==> src/rtl/track_pkg.sv <==
// track_pkg: shared definitions for the note track redraw logic.
//   - 3-bit RGB colour codes used on the VGA write port
//   - scheduler state encoding
//   - default geometry of the note track
//   - slot colour selection helper
package track_pkg;

  localparam logic [2:0] BLACK  = 3'b000;
  localparam logic [2:0] RED    = 3'b100;
  localparam logic [2:0] YELLOW = 3'b110;
  localparam logic [2:0] GREEN  = 3'b010;
  localparam logic [2:0] BLUE   = 3'b001;

  typedef enum logic [1:0] {
    IDLE   = 2'd0,
    LOAD   = 2'd1,
    DRAW   = 2'd2,
    FINISH = 2'd3
  } state_t;

  localparam int DEF_NUM_SLOTS  = 10;
  localparam int DEF_X0         = 10;
  localparam int DEF_SLOT_PITCH = 10;
  localparam int DEF_Y0         = 112;
  localparam int DEF_SQ_SIZE    = 4;

  // Red has priority over yellow; an empty slot is painted black so that
  // notes which moved away are erased.
  function automatic logic [2:0] slot_colour(input logic red_bit, input logic yellow_bit);
    logic [2:0] c;
    if (red_bit) begin
      c = RED;
    end else if (yellow_bit) begin
      c = YELLOW;
    end else begin
      c = BLACK;
    end
    return c;
  endfunction

endpackage

==> src/rtl/square_pixel_counter.sv <==
// square_pixel_counter: walks the SQ_SIZE x SQ_SIZE pixels of one square.
// Ports:
//   i_clk    system clock
//   i_reset  synchronous active-high reset
//   i_clr    synchronous clear back to pixel 0
//   i_en     advance to the next pixel
//   o_pix    current pixel index {row, column}
//   o_wrap   high when the last pixel is being advanced past
module square_pixel_counter #(
  parameter int SQ_SIZE = 4,
  parameter int PW      = 2 * $clog2(SQ_SIZE)
) (
  input  logic          i_clk,
  input  logic          i_reset,
  input  logic          i_clr,
  input  logic          i_en,
  output logic [PW-1:0] o_pix,
  output logic          o_wrap
);

  logic [PW-1:0] r_pix;

  // Pixel index; SQ_SIZE is a power of two so the index wraps on its own.
  always_ff @(posedge i_clk) begin
    if (i_reset) begin
      r_pix <= {PW{1'b0}};
    end else if (i_clr) begin
      r_pix <= {PW{1'b0}};
    end else if (i_en) begin
      r_pix <= r_pix + PW'(1);
    end else begin
      r_pix <= r_pix;
    end
  end

  assign o_pix  = r_pix;
  assign o_wrap = i_en & (r_pix == {PW{1'b1}});

endmodule

==> src/rtl/note_track_scheduler.sv <==
// note_track_scheduler: redraws the note track once per frame tick.
// Ports:
//   i_clk              system clock
//   i_resetn           synchronous reset, asserted when 1
//   i_frame_tick       one-cycle redraw request
//   i_red_sequence     red note bits, bit i -> slot i
//   i_yellow_sequence  yellow note bits, bit i -> slot i
//   i_stall            VGA write port not ready
//   o_x, o_y, o_colour pixel coordinate and colour
//   o_plot             pixel write strobe (accepted when i_stall=0)
//   o_busy             frame in progress
//   o_done             one-cycle pulse after the last pixel is accepted
module note_track_scheduler
  import track_pkg::*;
#(
  parameter int NUM_SLOTS  = DEF_NUM_SLOTS,
  parameter int X0         = DEF_X0,
  parameter int SLOT_PITCH = DEF_SLOT_PITCH,
  parameter int Y0         = DEF_Y0,
  parameter int SQ_SIZE    = DEF_SQ_SIZE
) (
  input  logic                 i_clk,
  input  logic                 i_resetn,
  input  logic                 i_frame_tick,
  input  logic [NUM_SLOTS-1:0] i_red_sequence,
  input  logic [NUM_SLOTS-1:0] i_yellow_sequence,
  input  logic                 i_stall,
  output logic [7:0]           o_x,
  output logic [6:0]           o_y,
  output logic [2:0]           o_colour,
  output logic                 o_plot,
  output logic                 o_busy,
  output logic                 o_done
);

  localparam int SW = (NUM_SLOTS > 1) ? $clog2(NUM_SLOTS) : 1;
  localparam int CW = $clog2(SQ_SIZE);
  localparam int PW = 2 * CW;

  state_t               r_state;
  logic                 r_pending;
  logic [SW-1:0]        r_slot;
  logic                 r_issued;
  logic [NUM_SLOTS-1:0] r_red_snap;
  logic [NUM_SLOTS-1:0] r_yel_snap;
  logic [7:0]           r_x;
  logic [6:0]           r_y;
  logic [2:0]           r_colour;
  logic                 r_plot;
  logic                 r_busy;
  logic                 r_done;

  logic [PW-1:0] w_pix;
  logic          w_wrap;
  logic          w_clr;
  logic          w_accept;
  logic          w_load;
  logic          w_last_slot;
  logic [7:0]    w_x;
  logic [6:0]    w_y;
  logic [2:0]    w_colour;

  // The output register always holds the pixel being offered. A new pixel is
  // loaded in LOAD (output empty) and whenever the offered one is accepted,
  // so the counters point at the next pixel still to be offered.
  assign w_clr       = (r_state == IDLE);
  assign w_accept    = (r_state == DRAW) & r_plot & ~i_stall;
  assign w_load      = (r_state == LOAD) | (w_accept & ~r_issued);
  assign w_last_slot = (r_slot == SW'(NUM_SLOTS - 1));

  assign w_x      = 8'(X0) + 8'(SLOT_PITCH) * 8'(r_slot) + 8'(w_pix[CW-1:0]);
  assign w_y      = 7'(Y0) + 7'(w_pix[PW-1:CW]);
  assign w_colour = slot_colour(r_red_snap[r_slot], r_yel_snap[r_slot]);

  square_pixel_counter #(
    .SQ_SIZE (SQ_SIZE),
    .PW      (PW)
  ) u_pix (
    .i_clk   (i_clk),
    .i_reset (i_resetn),
    .i_clr   (w_clr),
    .i_en    (w_load),
    .o_pix   (w_pix),
    .o_wrap  (w_wrap)
  );

  // Frame state machine, slot counter, snapshots and registered outputs.
  always_ff @(posedge i_clk) begin
    if (i_resetn) begin
      r_state    <= IDLE;
      r_pending  <= 1'b0;
      r_slot     <= {SW{1'b0}};
      r_issued   <= 1'b0;
      r_red_snap <= {NUM_SLOTS{1'b0}};
      r_yel_snap <= {NUM_SLOTS{1'b0}};
      r_x        <= 8'd0;
      r_y        <= 7'd0;
      r_colour   <= BLACK;
      r_plot     <= 1'b0;
      r_busy     <= 1'b0;
      r_done     <= 1'b0;
    end else begin
      r_done <= 1'b0;
      // A tick outside IDLE is remembered once; extra ticks are dropped.
      if (i_frame_tick && (r_state != IDLE)) begin
        r_pending <= 1'b1;
      end else begin
        r_pending <= r_pending;
      end

      case (r_state)
        IDLE: begin
          r_plot <= 1'b0;
          r_busy <= 1'b0;
          if (i_frame_tick || r_pending) begin
            r_state    <= LOAD;
            r_busy     <= 1'b1;
            r_pending  <= 1'b0;
            r_slot     <= {SW{1'b0}};
            r_issued   <= 1'b0;
            r_red_snap <= i_red_sequence;
            r_yel_snap <= i_yellow_sequence;
          end else begin
            r_state <= IDLE;
          end
        end
        LOAD: begin
          r_state <= DRAW;
        end
        DRAW: begin
          if (w_accept && r_issued) begin
            r_state <= FINISH;
            r_plot  <= 1'b0;
            r_busy  <= 1'b0;
          end else begin
            r_state <= DRAW;
          end
        end
        FINISH: begin
          r_done  <= 1'b1;
          r_state <= IDLE;
        end
        default: begin
          r_state <= IDLE;
        end
      endcase

      if (w_load) begin
        r_x      <= w_x;
        r_y      <= w_y;
        r_colour <= w_colour;
        r_plot   <= 1'b1;
        if (w_wrap) begin
          r_slot   <= w_last_slot ? {SW{1'b0}} : r_slot + SW'(1);
          r_issued <= w_last_slot;
        end else begin
          r_slot <= r_slot;
        end
      end else begin
        r_x <= r_x;
      end
    end
  end

  assign o_x      = r_x;
  assign o_y      = r_y;
  assign o_colour = r_colour;
  assign o_plot   = r_plot;
  assign o_busy   = r_busy;
  assign o_done   = r_done;

endmodule

==> config.mk <==
export PLATFORM = sky130hd
export DESIGN_NAME = note_track_scheduler
export DESIGN_NICKNAME = d
export VERILOG_FILES = /design/src/rtl/track_pkg.sv /design/src/rtl/square_pixel_counter.sv /design/src/rtl/note_track_scheduler.sv
export SDC_FILE = /design/constraint.sdc
export NUM_CORES = 1
export LEC_CHECK = 0
export ABC_CLOCK_PERIOD_IN_PS = 1990
export BUFFER_PORTS_ARGS = -buffer_cell sky130_fd_sc_hd__buf_4
export CORE_MARGIN = 4
export CORE_UTILIZATION = 40
export CTS_BUF_LIST = sky130_fd_sc_hd__clkbuf_4 sky130_fd_sc_hd__clkbuf_8
export DETAILED_ROUTE_END_ITERATION = 7
export SLEW_MARGIN = 0
export SYNTH_ARGS = -nofsm -noshare
export SYNTH_HDL_FRONTEND = slang
export SYNTH_SLANG_ARGS = --single-unit
==> constraint.sdc <==
create_clock -name i_clk -period 1.99 [get_ports i_clk]
set_input_delay 0.597 -clock i_clk [delete_from_list [all_inputs] [get_ports i_clk]]
set_output_delay 0.597 -clock i_clk [all_outputs]
set_load 0.02 [all_outputs]
# == Word-level counts from Yosys, hierarchy flattened ==
# Cells that the tools add are included.
# word_totals
ff_bits,53
inputBits,24
output_inout_bits,21
# op_classes
addsub,5
multipliers,1
magnitude_cmp,1
n_eq_ne,8
n_mux,27
n_bitwise,7
reduce_logical,14
# ops
operator,n
4-bit 2-to-1 mux,5
1-bit 2-to-1 mux,15
"4-bit by 1-bit adder with 4-bit output, second input constant",2
"4-bit by 8-bit adder with 8-bit output, first input constant",1
8-bit by 2-bit adder with 8-bit output,1
1-bit binary-select mux with 4-bit select,2
"4-bit == test, second input constant",2
2-bit case mux with 4 select lines,1
2-bit nonzero test,4
"3-bit by 4-bit multiplier with 7-bit output, first input constant",1
"5-bit by 3-bit adder with 6-bit output, first input constant",1
3-bit 2-to-1 mux,2
2-bit AND reduction,3
"4-bit by 5-bit less-than comparator with 1-bit output, second input constant",1
1-bit bitwise AND,4
"2-bit == test, second input constant",2
1-bit case mux with 2 select lines,2
"3-bit by 1-bit != test with 1-bit output, second input constant",1
3-bit AND reduction,1
3-bit nonzero test,1
"2-bit by 1-bit == test with 1-bit output, second input constant",1
1-bit logical AND,2
2-bit zero test,1
"2-bit by 1-bit != test with 1-bit output, second input constant",1
other kinds (5),6

# == Longest topological paths before layout ==
# Gate-level depths: netlist of run 1.
# logic_depth
ltp_word,8
depth_mapped,10
mapped_depth_nobuf,9

# == Hierarchy ==
# A second synthesis of run 1 with hierarchy kept.
# unflattened
cells_unflattened,283
area_unflattened_um2,2436.1
# by_module_without_submodules
mod,instances,cells_per_inst,area_each_um2,seq_area_each_um2
note_track_scheduler,1,265,2214.6,880.8
square_pixel_counter,1,18,221.5,80.1

# == Least setup slack after synthesis of run 1 ==
# OpenSTA, ideal clock, no wires.
# synth_path
path_kind,register to register
start,register r_slot[1]
end,"register r_x[6], in the netlist o_x[6]"
arrival_time_ns,2.047
path_slack_ns,-0.128
stages_incl_launch_ff,8
path_buffers,0
synth_period_minus_slack_ns,2.118
cell_sequence,dfxtp_1 -> ha_1 -> ha_1 -> ha_1 -> a21o_1 -> nand3_1 -> or3b_1 -> a21oi_1
# synth_between
elab_chain_cells,3
# synth_rtl
element,line,rtl
start: declaration,note_track_scheduler.sv:42,logic [SW-1:0] r_slot;
start signal: assignment,note_track_scheduler.sv:92,r_slot <= {SW{1'b0}};
start signal: assignment,note_track_scheduler.sv:119,r_slot <= {SW{1'b0}};
start signal: assignment,note_track_scheduler.sv:154,r_slot <= w_last_slot ? {SW{1'b0}} : r_slot + SW'(1);
3-bit by 4-bit multiplier with 7-bit output,note_track_scheduler.sv:71,assign w_x = 8'(X0) + 8'(SLOT_PITCH) * 8'(r_slot) + 8'(w_pix[CW-1:0]);
4-bit by 8-bit adder with 8-bit output,note_track_scheduler.sv:71,
8-bit by 2-bit adder with 8-bit output,note_track_scheduler.sv:71,
end signal: assignment,note_track_scheduler.sv:149,r_x <= w_x;
end signal: assignment,note_track_scheduler.sv:160,r_x <= r_x;
end: declaration,note_track_scheduler.sv:46,logic [7:0] r_x;
# No other way between the ends.
# A chain may end at the register's enable or synchronous reset.

# == Final worst setup path of run 1 ==
# Ends and elaborated chain as after synthesis.

==> metrics.md, run 1 <==
| Metric | Value |
|---|---|
| Total grt overflow | 0 |
| DR WL/cell | 12.06 um |
| # IOs | 45 |
| Post-synthesis cell type count | 50 |
| Max_slew headroom | 59.81% |
| Delay-heaviest family, CP | adder cells |
| Reg2Reg Setup Slack | 0.09 ns |
| Total Power | 2.039 mW |
| Status | finished, final reports clean |
| Initial antenna violation count | 0 |
| Vias per cell | 4.918 |
| Max clock buf depth | 2 |
| Fin worst setup slack | 0.09201 ns |
| Critical path's most frequent cell | ha_4 |
| # rows | 27 |
| Setup TNS | 0 ns |
| GPL Wtd Cong | 0.7664 |
| Final period utilization | 95.38% |
| Synthesized instance count | 272 |
| Max IR drop VDD | 0.4668 mV |
| Sequential Area | 964.7 um2 |
| Largest net degree at the start of global routing | 49 |
| Skew-Pair Late Insertion Delay | 0.29 ns |
| H-Tree Depth | 2 |
| HP Class | reg2reg |
| Clock power frac | 30.2% |
| Die Span X | 85.05 um |
| Top_reg_cell synth | dfxtp_1 |
| Switch share | 26.88% |
| Fillers | 551 |
| Area delta synth->final | 22.02% |
| Mapped Area | 0.002375 mm2 |
| Crit Path Max Fanout | 4 |
| Int Pwr | 1.491 mW |
| Leakage | 1.202 nW |
| Unrepaired setup endpoints after global routing | true |
| N_diodes | 0 |
| Endpoint of the worst register-to-register path | o_x[6] |
| R2R Path Start | r_slot[1] |
| Seq/Total Area, Yosys | 40.46% |
| CP max-delay cell | fa_2 |
| Most common cell after layout, fill and taps aside | nand2_1 |
| Num CTS Buffers | 5 |
| Initial DRC count | 62 |
| Final HPWL DP | 3329 um |
| I/O Buffers | 41 |
| WP buf/inv | 0 |
| # nets final | 357 |
| Critical-path cell list | ha_4, ha_4, fa_2, a21oi_1, or3b_1, a21oi_2 |
| Net switching power figure | 0.5480 mW |
| Hold slack | 0.4521 ns |
| Comb pwr share | 17.8% |
| DRT Pass-1 Iters | 4 |
| Pre-CTS setup slack | -0.04304 ns |
| Hold path cells | 2 |
| Hold Vio Cnt, Final | 0 |
| Power density over the cells | 703.6 mW/mm2 |
| Final wirelength | 4693 um |
| Routed vias | 1,913 |
| Clk_skew | 0.004514 ns |
| Actual slew at the worst max-slew pin | 0.6022 ns |
| Critical Path Sink Type | flop |
| Die Ht | 85.05 um |
| Syn_area_per_cell | 8.731 um2 |
| Final Util | 51.36% |
| Root buffer cell | clkbuf_8 |
| Worst endpoint required time | 2.22 ns |
| Reg clk slew, reported paths | 0.08 ns |
| Hold Path End | r_yel_snap[2] |
| DR DRC count | 0 |
| Max Freq | 526.9 MHz |
| CP Data Arrival Time | 2.12 ns |
| Area of the multi-input gates | 0.001295 mm2 |
| Post-synth EDFFs | 0 |
| Setup bufs post-CTS | 0 |
| Worst path max stage delay | 0.55 ns |
| Commonest cells after routing, fill and taps aside | nand2_1 (57), buf_4 (56), dfxtp_1 (45), a21oi_1 (32), nor2_1 (14) |
| Fin crit period | 1.898 ns |
| CTS tree | yes |
| Pins Over Slew Limit | 0 |
| Yosys reg bits | 48 |
| Ratio of cells with drive above 1 in the final layout | 26.18% |
| Setup-failing EPs final | 0 |
| Vias in the first global route | 1,745 |
| Critical path startpoint category | flop |
| YS warnings | 0 |
| Ys async rst share | 0% |
| Hold_sp | r_yel_snap[2] |
| Worst R2R Path Depth | 6 |
| Gr usage total | 12.81% |
| Flop pwr share | 51.9% |
| Core Box Area | 0.005642 mm2 |
| DRT antenna net count | 0 |
| Kind of critical path | reg2reg |
| First-pass GRT wire length | 7693 um |
| Die area | 0.007234 mm2 |
| Starting Density | 42.09% |
| MaxCap Viol Count | 0 |
| Num Clock Sinks | 48 |
-- per-layer routing --
metal  share of wire, %  wire length [um]  GRT usage (%)
met1                 48              2256          16.39
met2                 46              2172          21.26
met3                4.5               213          3.010
met4                1.1                51          4.029
met5                  0                 0              0
-- Yosys cell counts (3+ instances only) --
master | count | area share, %
nand2_1 | 57 | 9.0
buf_2 | 3 | 0.63
xor2_1 | 3 | 1.1
inv_1 | 8 | 1.3
xnor2_1 | 3 | 1.1
a211oi_1 | 4 | 1.3
nor3_1 | 6 | 1.3
a21o_1 | 3 | 0.95
a21oi_1 | 33 | 7.0
o211ai_1 | 3 | 0.95
ha_1 | 16 | 8.4
buf_4 | 5 | 1.6
dfxtp_1 | 48 | 40
nor2_1 | 14 | 2.2
nand3_1 | 3 | 0.63
nand2b_1 | 3 | 0.79
or2_1 | 3 | 0.79
o21ai_1 | 4 | 0.84
nor2b_1 | 3 | 0.79
clkbuf_1 | 9 | 1.4
a311oi_1 | 3 | 1.1
mux2i_1 | 4 | 1.7
-- metrics by stage --
step	area [um2]	instances
CTS	2885	389
global placement	2759	381
global route	2898	389
detailed placement	2759	381
floorplan	2386	274
finish	2898	389
-- power by group through the flow --
stage          combinational (mW)  clock (mW)  sequential (mW)
6_report                    0.363       0.617             1.06
3_5_place_dp                0.366           0             1.08
4_1_cts                     0.368       0.639             1.06
3_3_place_gp                0.365           0             1.08
5_1_grt                     0.407       0.667             1.07
2_1_floorplan               0.231           0             1.10
-- final cells by class --
class	instances	share of cell area, %
clock buffer	8	3.368
inverter	8	1.036
multi-input combinational	197	44.69
sequential	48	33.29
tap	72	3.109
timing repair buffer	56	14.51
-- state kept, by name, indices dropped and copies added, names as in the netlist, 2 cells and up --
register / flops
r_state: 2
o_x: 8
o_y: 3
u_pix.o_pix: 4
o_colour: 2
r_slot: 4
r_yel_snap: 10
r_red_snap: 10
-- worst reg2reg max path: stages, from the launching register on --
cell and delay (ns):
dfxtp_2 0.34, ha_4 0.24, ha_4 0.16, fa_2 0.55
a21oi_1 0.06, or3b_1 0.36, a21oi_2 0.12
-- logic make-up (layout without fill, tap and decap cells) --
family / Yosys count / in the layout / share of synthesized area [%]
AND/OR/NAND/NOR: 101 / 101 / 19.60
flip-flops: 48 / 48 / 40.46
buffers and inverters: 29 / 72 / 7.060
other: 1 / 3 / 0.1579
XOR/XNOR: 6 / 6 / 2.213
AO/OA/AOI/OAI: 62 / 62 / 16.70
adder cells (fa/ha/maj): 17 / 17 / 9.273
multiplexers: 8 / 8 / 4.531
-- worst max path at each step --
| stage | slack, ns | to | from | cells after the start |
|---|---|---|---|---|
| 2_1_floorplan | -0.03 | o_x[6] | r_slot[1] | 7 |
| 3_3_place_gp | -0.01 | o_x[6] | r_slot[1] | 7 |
| 3_5_place_dp | -0.04 | o_x[6] | r_slot[1] | 7 |
| 4_1_cts | 0.07 | o_x[6] | r_slot[0] | 7 |
| 5_1_grt | -0.01 | o_x[6] | r_slot[3] | 7 |
| 6_report | 0.09 | o_x[6] | r_slot[1] | 6 |
-- timing repair --
item / CTS / global route
resized for setup: 3 / 4
pin swaps: 2 / 0
hold buffers: 0 / 0
setup endpoints to repair: 2 / 1
(Power assumes the default switching activity.)
==> run 2, diff against run 1 <==
Settings changed: CELL_PAD_IN_SITES_DETAIL_PLACEMENT set to 1, CELL_PAD_IN_SITES_GLOBAL_PLACEMENT set to 1, CORE_UTILIZATION 40 to 39, PLACE_DENSITY_LB_ADDON set to 0.1.
==> run 2 against run 1 <==
Compared with the run above: final area up 1.2%; register-to-register slack got worse by 0.05 ns; critical endpoint unchanged; maximum frequency decreased by 2.3%; largest power group unchanged; sequential power is essentially flat; highest routed layer unchanged; via count increased by 5.4%; non-clock buffer count did not move.
==> metrics.md, run 2 (synthesis results as in run 1) <==
| Metric | Value |
|---|---|
| N_diodes | 0 (unchanged) |
| Initial DRC count | 67 (was 62) |
| Gr usage total | 16.03% (was 12.81%) |
| Total grt overflow | 0 (unchanged) |
| Setup bufs post-CTS | 0 (unchanged) |
| Max_slew headroom | 65.35% (was 59.81%) |
| Comb pwr share | 18.5% (was 17.8%) |
| Die Span X | 86.04 um (was 85.05 um) |
| Commonest cells after routing, fill and taps aside | nand2_1 (57), buf_4 (56), dfxtp_1 (45), a21oi_1 (31), nor2_1 (14) (was nand2_1 (57), buf_4 (56), dfxtp_1 (45), a21oi_1 (32), nor2_1 (14)) |
| Hold Vio Cnt, Final | 0 (unchanged) |
| # nets final | 357 (unchanged) |
| Final Util | 49.51% (was 51.36%) |
| Die area | 0.007402 mm2 (was 0.007234 mm2) |
| DRT Pass-1 Iters | 4 (unchanged) |
| Final wirelength | 5669 um (was 4693 um) |
| Int Pwr | 1.460 mW (was 1.491 mW) |
| Largest net degree at the start of global routing | 49 (unchanged) |
| Fillers | 716 (was 551) |
| Pre-CTS setup slack | -0.04160 ns (was -0.04304 ns) |
| I/O Buffers | 41 (unchanged) |
| Num Clock Sinks | 48 (unchanged) |
| Pins Over Slew Limit | 0 (unchanged) |
| Clock power frac | 29.6% (was 30.2%) |
| Leakage | 1.201 nW (was 1.202 nW) |
| Power density over the cells | 695.9 mW/mm2 (was 703.6 mW/mm2) |
| Max IR drop VDD | 0.3331 mV (was 0.4668 mV) |
| Reg2Reg Setup Slack | 0.05 ns (was 0.09 ns) |
| # rows | 28 (was 27) |
| Most common cell after layout, fill and taps aside | nand2_1 (unchanged) |
| Vias in the first global route | 2,022 (was 1,745) |
| Setup-failing EPs final | 0 (unchanged) |
| Critical path startpoint category | flop (unchanged) |
| Die Ht | 86.04 um (was 85.05 um) |
| Actual slew at the worst max-slew pin | 0.5197 ns (was 0.6022 ns) |
| # IOs | 45 (unchanged) |
| Switch share | 28.46% (was 26.88%) |
| Ratio of cells with drive above 1 in the final layout | 27.76% (was 26.18%) |
| Fin worst setup slack | 0.04679 ns (was 0.09201 ns) |
| Final HPWL DP | 3816 um (was 3329 um) |
| HP Class | reg2reg (unchanged) |
| Routed vias | 2,016 (was 1,913) |
| Final period utilization | 97.65% (was 95.38%) |
| Worst endpoint required time | 2.23 ns (was 2.22 ns) |
| Net switching power figure | 0.5806 mW (was 0.5480 mW) |
| Initial antenna violation count | 0 (unchanged) |
| Clk_skew | 0.005370 ns (was 0.004514 ns) |
| Core Box Area | 0.005921 mm2 (was 0.005642 mm2) |
| Status | finished, final reports clean (unchanged) |
| Skew-Pair Late Insertion Delay | 0.30 ns (was 0.29 ns) |
| Vias per cell | 5.143 (was 4.918) |
| Reg clk slew, reported paths | 0.09 ns (was 0.08 ns) |
| Area delta synth->final | 23.45% (was 22.02%) |
| CTS tree | yes (unchanged) |
| Starting Density | 40.11% (was 42.09%) |
| H-Tree Depth | 2 (unchanged) |
| Max Freq | 514.6 MHz (was 526.9 MHz) |
| First-pass GRT wire length | 9522 um (was 7693 um) |
| Critical Path Sink Type | flop (unchanged) |
| CP Data Arrival Time | 2.18 ns (was 2.12 ns) |
| Flop pwr share | 51.9% (about the same) |
| Root buffer cell | clkbuf_8 (unchanged) |
| GPL Wtd Cong | 0.7638 (was 0.7664) |
| DRT antenna net count | 0 (unchanged) |
| MaxCap Viol Count | 0 (unchanged) |
| Kind of critical path | reg2reg (unchanged) |
| Crit Path Max Fanout | 3 (was 4) |
| Max clock buf depth | 2 (unchanged) |
| DR DRC count | 0 (unchanged) |
| Fin crit period | 1.943 ns (was 1.898 ns) |
| DR WL/cell | 14.46 um (was 12.06 um) |
| Num CTS Buffers | 5 (unchanged) |
run 2: cell types whose count changed in the layout (fill, tap and decap cells not counted), sizes merged:
cell,delta
clkbuf,-2
clkinv,+2
run 2: path summary, 6_finish.rpt:
| check | start | to | depth (start not counted) |
|---|---|---|---|
| worst min register to register | r_yel_snap[2] | r_yel_snap[2] | 2 |
| worst min-delay path | r_yel_snap[2] | r_yel_snap[2] | 2 |
| worst max register to register | r_slot[1] | o_x[6] | 7 |
| worst max-delay path | r_slot[1] | o_x[6] | 7 |
run 2: metrics by stage:
| stage | total power, mW | setup TNS, ns | area [um2] | instances | hold WS (ns) |
|---|---|---|---|---|---|
| after floorplan | 1.329 | -0.02623 | 2386 | 274 | 0.4329 |
| after global placement | 1.449 | -0.002823 | 2763 | 384 | 0.4397 |
| after detailed placement | 1.461 | -0.04560 | 2763 | 384 | 0.4470 |
| after CTS | 2.065 | 0 | 2904 | 392 | 0.4595 |
| after global routing | 2.156 | -0.002439 | 2932 | 392 | 0.4745 |
| final | 2.040 | 0 | 2932 | 392 | 0.4556 |
run 2: cell type report:
| cell class | instances | area, um2 | area share (%) |
|---|---|---|---|
| tap | 75 | 93.84 | 3.201 |
| inverter | 8 | 30.03 | 1.024 |
| clock inverter | 2 | 10.01 | 0.3414 |
| timing repair buffer | 56 | 420.4 | 14.34 |
| sequential | 48 | 964.7 | 32.91 |
| clock buffer | 6 | 82.58 | 2.817 |
| multi-input combinational | 197 | 1330 | 45.37 |
run 2: critical path, stage by stage, from the launching register on:
cell     delay (ns)
dfxtp_2        0.34
ha_4           0.24
ha_4           0.16
fa_2           0.39
xor2_2         0.17
nand3_1        0.09
or3b_4         0.38
a21oi_2        0.12
run 2: timing repair:
action                                  CTS  global route
resized for setup                         7             7
pin swaps                                 2             4
endpoints found under the setup margin    2             5
hold buffers                              0             0
run 2: power by group through the flow:
stage                     Clock, mW  Sequential [mW]  Combinational [mW]
after floorplan                   0             1.10               0.231
after global placement            0             1.08               0.369
after detailed placement          0             1.08               0.379
after CTS                     0.624             1.06               0.381
after global routing          0.665             1.07               0.425
final                         0.604             1.06               0.378
run 2: per-layer routing:
metal  GRT usage [%]  routed length (um)
met4           4.317                  62
met2           28.59                2809
met5               0                   0
met3           3.362                 238
met1           19.41                2559
==> run 3, diff against run 2 <==
Settings changed: ABC_CLOCK_PERIOD_IN_PS 1990 to 2350, BUFFER_PORTS_ARGS -buffer_cell sky130_fd_sc_hd__buf_4 to unset, CORE_ASPECT_RATIO set to 0.8, CORE_UTILIZATION 39 to 40, DONT_BUFFER_PORTS set to 1.
Clock period 1.99 ns to 2.35 ns, I/O delays scaled along.
==> run 3 against run 2 <==
Compared with the run above: die area decreased by 2.2%; final cell count decreased by 11%; global-route usage is 1.2 points lower; critical path depth unchanged; clock power down 13%; maximum frequency down 6.3%; register-to-register slack gained 0.23 ns; clock skew shrank 0.0017 ns; via count decreased by 11%; utilization shrank 4.8 points; sequential power down 12%.
==> metrics.md, run 3 (synthesis results as in run 1) <==
| Metric | Value |
|---|---|
| Status | finished, final reports clean (unchanged) |
| Fin worst setup slack | 0.2758 ns (was 0.04679 ns) |
| First-pass GRT wire length | 8742 um (was 9522 um) |
| Die area | 0.007241 mm2 (was 0.007402 mm2) |
| Power density over the cells | 663.2 mW/mm2 (was 695.9 mW/mm2) |
| MaxCap Viol Count | 0 (unchanged) |
| Fin crit period | 2.074 ns (was 1.943 ns) |
| Final period utilization | 88.27% (was 97.65%) |
| Gr usage total | 14.88% (was 16.03%) |
| Total grt overflow | 0 (unchanged) |
| Max clock buf depth | 2 (unchanged) |
| Initial DRC count | 111 (was 67) |
| CP Data Arrival Time | 2.31 ns (was 2.18 ns) |
| Pre-CTS setup slack | 0.2779 ns (was -0.04160 ns) |
| Num Clock Sinks | 48 (unchanged) |
| Unrepaired setup endpoints after global routing | false |
| Routed vias | 1,804 (was 2,016) |
| # nets final | 309 (was 357) |
| Actual slew at the worst max-slew pin | 0.6455 ns (was 0.5197 ns) |
| Area of the multi-input gates | 0.001254 mm2 (was 0.001330 mm2) |
| Kind of critical path | reg2reg (unchanged) |
| Placed cell area | 0.002402 mm2 (was 0.002763 mm2) |
| Final wirelength | 5114 um (was 5669 um) |
| Core Box Area | 0.005585 mm2 (was 0.005921 mm2) |
| Die Span X | 94.15 um (was 86.04 um) |
| Largest net degree at the start of global routing | 49 (unchanged) |
| Skew-Pair Late Insertion Delay | 0.29 ns (was 0.30 ns) |
| Pins Over Slew Limit | 0 (unchanged) |
| # rows | 24 (was 28) |
| Num CTS Buffers | 5 (unchanged) |
| Max_slew headroom | 56.92% (was 65.35%) |
| DRT antenna net count | 0 (unchanged) |
| Hold Vio Cnt, Final | 0 (unchanged) |
| I/O Buffers | 0 (was 41) |
| Root buffer cell | clkbuf_8 (unchanged) |
| Final non-filler cell area | 0.002500 mm2 (was 0.002932 mm2) |
| Sequential Area | 960.9 um2 (was 964.7 um2) |
| Reg clk slew, reported paths | 0.08 ns (was 0.09 ns) |
| Commonest cells after routing, fill and taps aside | nand2_1 (57), dfxtp_1 (48), a21oi_1 (33), ha_1 (16), nor2_1 (14) (was nand2_1 (57), buf_4 (56), dfxtp_1 (45), a21oi_1 (31), nor2_1 (14)) |
| DR WL/cell | 14.74 um (was 14.46 um) |
| N_diodes | 0 (unchanged) |
| Most common cell after layout, fill and taps aside | nand2_1 (unchanged) |
| Clk_skew | 0.003652 ns (was 0.005370 ns) |
| Initial antenna violation count | 0 (unchanged) |
| Leakage | 0.9689 nW (was 1.201 nW) |
| Vias per cell | 5.199 (was 5.143) |
| CTS tree | yes (unchanged) |
| Fillers | 680 (was 716) |
| Critical Path Sink Type | flop (unchanged) |
| Resized Gates After CTS | 0 (was 7) |
| Worst endpoint required time | 2.58 ns (was 2.23 ns) |
| Setup bufs post-CTS | 0 (unchanged) |
| Total Power | 1.658 mW (was 2.040 mW) |
| Max IR drop VDD | 0.2209 mV (was 0.3331 mV) |
| Die Ht | 76.92 um (was 86.04 um) |
| Crit Path Max Fanout | 4 (was 3) |
| Final HPWL DP | 3735 um (was 3816 um) |
| Critical path startpoint category | flop (unchanged) |
| Vias in the first global route | 1,781 (was 2,022) |
| DR DRC count | 0 (unchanged) |
| Starting Density | 42.52% (was 40.11%) |
| Area delta synth->final | 5.269% (was 23.45%) |
| GPL Wtd Cong | 0.7145 (was 0.7638) |
| Hold buffers post-CTS | 0 (unchanged) |
| DRT Pass-1 Iters | 4 (unchanged) |
| Max Freq | 482.1 MHz (was 514.6 MHz) |
| HP Class | reg2reg (unchanged) |
| H-Tree Depth | 2 (unchanged) |
| Setup TNS | 0 ns (unchanged) |
| Ratio of cells with drive above 1 in the final layout | 9.665% (was 27.76%) |
| # IOs | 45 (unchanged) |
| Setup-failing EPs final | 0 (unchanged) |
-- run 3: where the power goes --
part	internal [mW]	switching (mW)	total, mW
sequential	0.867	0.0605	0.928
clock	0.264	0.260	0.523
combinational	0.0785	0.129	0.207
-- run 3: routing by layer --
layer / track usage [%] / routed length [um]
met5: 0 / 0
met2: 21.67 / 2119
met3: 4.892 / 303
met1: 21.18 / 2641
met4: 3.463 / 50
-- run 3: critical path, cell delays in order (launching register included) --
cell     delay, ns
dfxtp_1       0.32
ha_1          0.29
ha_1          0.23
fa_1          0.43
xor2_1        0.18
nand3_1       0.08
or3b_1        0.34
a21oi_1       0.13
-- run 3: path summary, 6_finish.rpt --
check	startpoint	to	slack, ns	cells after the start
max	r_slot[1]	o_x[6]	0.28	7
min	r_yel_snap[0]	r_yel_snap[0]	0.45	2
max reg2reg	r_slot[1]	o_x[6]	0.28	7
min reg2reg	r_yel_snap[0]	r_yel_snap[0]	0.45	2
-- run 3: area by class of cell --
type	count	area share, %
repair buffers	8	2.402
well taps	78	3.904
flip-flops and latches	48	38.44
inverters	8	1.201
multi-input cells	197	50.15
clock buffers	8	3.904
-- run 3: through the flow --
stage | hold slack [ns] | utilization (%) | instances
6_report | 0.4531 | 44.76 | 347
5_1_grt | 0.4551 | 44.76 | 347
4_1_cts | 0.4575 | 44.76 | 347
3_5_place_dp | 0.4420 | 43.01 | 339
3_3_place_gp | 0.4357 | 43.01 | 339
2_1_floorplan | 0.4329 | - | 274
